[src/rtl/pong_game_ctrl.sv]
// Game-state controller for the ping-pong design: sequences new game, play,
// re-serve and game-over phases, and keeps the ball count and BCD score.
//
// state   | meaning
// --------+-----------------------------------------------------------
// NEWGAME | waiting for a button press to start; graphics frozen
// PLAY    | ball in play; hits score, misses cost a ball
// NEWBALL | re-serve wait; needs timer expiry plus a fresh press
// OVER    | last ball lost; final score shown until the timer expires
module pong_game_ctrl #(
  parameter int BALLS = 3
) (
  input  logic       clk,
  input  logic       reset,
  input  logic [1:0] btn,
  input  logic       hit,
  input  logic       miss,
  input  logic       timer_up,
  output logic       timer_start,
  output logic       gra_still,
  output logic       game_over,
  output logic [2:0] balls_left,
  output logic [3:0] score_d1,
  output logic [3:0] score_d0
);

  typedef enum logic [1:0] {
    NEWGAME = 2'd0,
    PLAY    = 2'd1,
    NEWBALL = 2'd2,
    OVER    = 2'd3
  } state_t;

  localparam logic [2:0] BALLS_INIT = 3'(BALLS);

  state_t     state, state_next;
  logic       btn_d;
  logic       press;
  logic [2:0] balls_next;
  logic [3:0] d1_next, d0_next;

  // rising edge only, so a button held across a state change is ignored
  assign press = (|btn) & ~btn_d;

  always_ff @(posedge clk or posedge reset) begin
    if (reset) begin
      state      <= NEWGAME;
      btn_d      <= 1'b0;
      balls_left <= BALLS_INIT;
      score_d1   <= 4'd0;
      score_d0   <= 4'd0;
    end else begin
      state      <= state_next;
      btn_d      <= |btn;
      balls_left <= balls_next;
      score_d1   <= d1_next;
      score_d0   <= d0_next;
    end
  end

  always_comb begin
    state_next  = state;
    balls_next  = balls_left;
    d1_next     = score_d1;
    d0_next     = score_d0;
    timer_start = 1'b0;
    gra_still   = 1'b1;
    game_over   = 1'b0;
    case (state)
      NEWGAME: begin
        if (press) begin
          state_next = PLAY;
          balls_next = BALLS_INIT;
          d1_next    = 4'd0;
          d0_next    = 4'd0;
        end
      end
      PLAY: begin
        gra_still = 1'b0;
        if (miss) begin
          timer_start = 1'b1;
          if (balls_left > 3'd1) begin
            state_next = NEWBALL;
            balls_next = balls_left - 3'd1;
          end else begin
            state_next = OVER;
            balls_next = 3'd0;
          end
        end else if (hit) begin
          // BCD increment saturating at 99
          if (score_d0 == 4'd9) begin
            if (score_d1 != 4'd9) begin
              d0_next = 4'd0;
              d1_next = score_d1 + 4'd1;
            end
          end else begin
            d0_next = score_d0 + 4'd1;
          end
        end
      end
      NEWBALL: begin
        if (timer_up && press)
          state_next = PLAY;
      end
      OVER: begin
        game_over = 1'b1;
        if (timer_up)
          state_next = NEWGAME;
      end
      default: state_next = NEWGAME;
    endcase
  end

endmodule
[config.mk]
export PLATFORM = sky130hd
export DESIGN_NAME = pong_game_ctrl
export DESIGN_NICKNAME = d
export VERILOG_FILES = /design/src/rtl/pong_game_ctrl.sv
export SDC_FILE = /design/constraint.sdc
export NUM_CORES = 1
export LEC_CHECK = 0
export ABC_AREA = 1
export BUFFER_PORTS_ARGS = -buffer_cell sky130_fd_sc_hd__buf_2
export CORE_UTILIZATION = 47
export CTS_CLUSTER_DIAMETER = 200
export CTS_CLUSTER_SIZE = 14
export DETAILED_ROUTE_END_ITERATION = 10
export PLACE_DENSITY = 0.77
export SYNTH_ARGS = -nofsm -noshare
export SYNTH_HDL_FRONTEND = slang
export SYNTH_SLANG_ARGS = --single-unit
[constraint.sdc]
create_clock -name clk -period 1.1 [get_ports clk]
set_input_delay 0.055 -clock clk [delete_from_list [all_inputs] [get_ports clk]]
set_output_delay 0.055 -clock clk [all_outputs]
set_load 0.01 [all_outputs]
==> flow_metrics.tcl <==
set metrics [dict create \
    status "finished, violations left" \
    violations "setup timing" \
    io-pin-count 21 \
    syn-instance-count 126 \
    hold_violations 0 \
    grtUsageTotal_pct 25.4 \
    post-route-period-util_pct 117 \
    critPathTopFamily "flip-flops" \
    ys_warn_count 0 \
    cts-htree-levels 1 \
    hpwl_um 1630 \
    cts_tree "done" \
    fmax_mhz 778 \
    yosysSeqAreaShare_pct 37.8 \
    grt_pass1_vias 928 \
    hp-class "in -> reg" \
    grt_pass1_wl_um 3870 \
    numCtsBuffers 3 \
    slew_violations 0 \
    yosysTopAreaCell "dfrtp_1" \
    vias_per_cell 5.18 \
    cpPeakStageDelay_ns 0.47 \
    gp_congestion 0.823 \
    ir_worst_vdd_v 0.00180 \
    worst_slew_pin_slew_ns 0.577 \
    end_kind "flop" \
    fin_skew_ns 0.00625 \
    synthTopCellsByArea "dfrtp_1 32%, nand2_1 14%, inv_1 7.6%" \
    slowest_stage "dfrtp_2" \
    post-place-cells 186 \
    drt-total-wl_um 2650 \
    hold_ws_ns 0.0222 \
    cts-root-buf "clkbuf_4" \
    cap_viol_max_count 0 \
    dp_slack_ns -0.146 \
    routedWlPerCell_um 13.6 \
    ys_ff_latch 14 \
    crit_required_ns 1.27 \
    pwr_density_cell_nw_per_um2 2390 \
    dieArea_sq_um 2170 \
    std_cell_rows 15 \
    clkSinkCount 14 \
    die_x_um 46.6 \
    start_kind "flop" \
    p_comb_share_pct 66.9 \
    total_power_mw 3.44 \
    drt-pass1-iter-count 4 \
    drt_iter0_markers 20 \
    grt_max_degree 15 \
    placedInstanceArea_sq_um 1210 \
    nNetsFinal 183 \
    core_sq_um 1800 \
    yosysUniqueCellTypes 24 \
    drtAntennaViolNets 0 \
    rsz0062_at_grt "true" \
    portBuffers 20 \
    fin_cells 195 \
    vias 1010 \
    netSwitchingFraction_pct 45.4 \
    period_minus_slack_ns 1.29 \
    drive_gt1_share_pct 51.8 \
    insertion_delay_ns 0.28 \
    crit_type "reg -> reg" \
    drc 0 \
    yosys.area.top_type_share_pct 32.1 \
    initial_core_util_pct 51.9 \
    path_buf_inv 2 \
    leakage_nw 0.751 \
    finalSetupViolCount 15 \
    die_height_um 46.6 \
    critPathArrivalTime_ns 1.45 \
    worst_slack_ns -0.185 \
    syn_to_final_growth_pct 53.8 \
    internal-power_mw 1.88 \
    grt-ovfl-total 0 \
    maxSlewHeadroom_pct 61.5 \
    fin_util_pct 79.8 \
    p_clk_share_pct 9.1 \
    clk_pin_slew_ns 0.09 \
    sequentialPowerShare_pct 24.0 \
    worstPathCellList "inv_4 > nor2_4 > buf_4 > nand3_2 > nand3_4 > o21bai_4 > nand2_1" \
    clk_path_buf_depth 2 \
    synth_area_sq_um 935 \
    tns_ns -1.89 \
    power.switching_mw 1.56 \
    design_area_sq_um 1440 \
    postSynthAreaPerCell_sq_um 7.42 \
    cp_max_fo 6 \
    synth_fp_nets 138 \
    antenna_found_initial 0 \
    antenna_cells 0 \
]
[cell usage in the layout (no fill, tap or decap), types with 2 or more instances in the layout]
cell type and instances:
nand2_1 31, nor2_2 4, ha_4 2, dfstp_2 2, xnor2_1 2, clkbuf_4 3, nand3_1 6, ha_1 2
o21bai_1 3, or2_4 3, buf_6 6, inv_1 14, buf_4 15, nor2_4 4, nand2_2 5, nand3_2 4
nand2_4 2, inv_2 5, buf_2 18, nor2_1 6, nand3_4 3, a21oi_2 2, inv_4 2, o21ai_1 2
dfrtp_2 3, dfrtp_1 9
[routing by layer]
metal | wire [um] | GRT usage [%] | up-vias
met5 | 0 | 0 | -
met4 | 77 | 14.7 | 0
met3 | 90 | 5.10 | 10
met2 | 1410 | 42.8 | 37
met1 | 1070 | 29.3 | 480
li1 | - | - | 483
[power groups by stage]
stage / Combinational, mW / Clock (mW) / Sequential (mW)
6_report: 2.30 / 0.314 / 0.825
5_1_grt: 2.46 / 0.341 / 0.839
4_1_cts: 1.94 / 0.313 / 0.781
3_5_place_dp: 1.64 / 0 / 0.785
3_3_place_gp: 1.59 / 0 / 0.778
2_1_floorplan: 0.922 / 0 / 0.854
[sequential cells by signal (all words and copies together) (netlist names)]
register    flops
balls_left      3
score_d1        4
btn_d           1
score_d0        4
state           2
[kinds of logic after synthesis]
logic type	count (synthesis)	synth area share, %
buffers and inverters	22	8.84
AOI/OAI and AO/OA	12	8.97
adders and majority gates	5	6.69
DFF	14	37.8
and+or+nand+nor	70	34.9
xor gates and xnor gates	3	2.81
[final timing paths]
check,depth (start not counted),from,slack [ns],endpoint
max,7,state[0],-0.19,score_d1[0]
min reg2reg,2,balls_left[2],0.58,balls_left[2]
min in group asynchronous,3,reset,0.37,balls_left[2]
max in group asynchronous,3,reset,0.31,state[0]
min,3,btn[1],0.02,btn_d
max reg2reg,7,state[0],-0.19,score_d1[0]
[Yosys cell counts (all sizes together)]
master	count
dfstp	2
nand2	39
nand3	13
inv	21
a21oi	3
a22oi	2
ha	5
nand4	1
or2	3
dfrtp	12
nor2	14
a31oi	1
xnor2	2
o21ai	2
o21bai	4
clkinv	1
xor2	1
[cell type report]
type / count / area [sq um]
multi-input cells: 90 / 654
fillers: 127 / 364
flip-flops and latches: 14 / 357
repair buffers: 40 / 280
inverters: 22 / 88.8
well taps: 25 / 31.3
clock buffers: 4 / 26.3
[repair_timing]
| item | CTS | global route |
|---|---|---|
| hold buffers | 1 | 0 |
| buffers inserted | 3 | 2 |
| pin swaps | 7 | 10 |
| endpoints found under the setup margin | 15 | 15 |
| endpoints found under the hold margin | 12 | 0 |
| resized for setup | 14 | 25 |
[worst register-to-register path, stage by stage (launching register included)]
cell and delay (ns):
dfrtp_2 0.47, inv_4 0.10, nor2_4 0.06, buf_4 0.15
nand3_2 0.07, nand3_4 0.10, o21bai_4 0.16, nand2_1 0.07
Power figures use the tool's default switching activity.
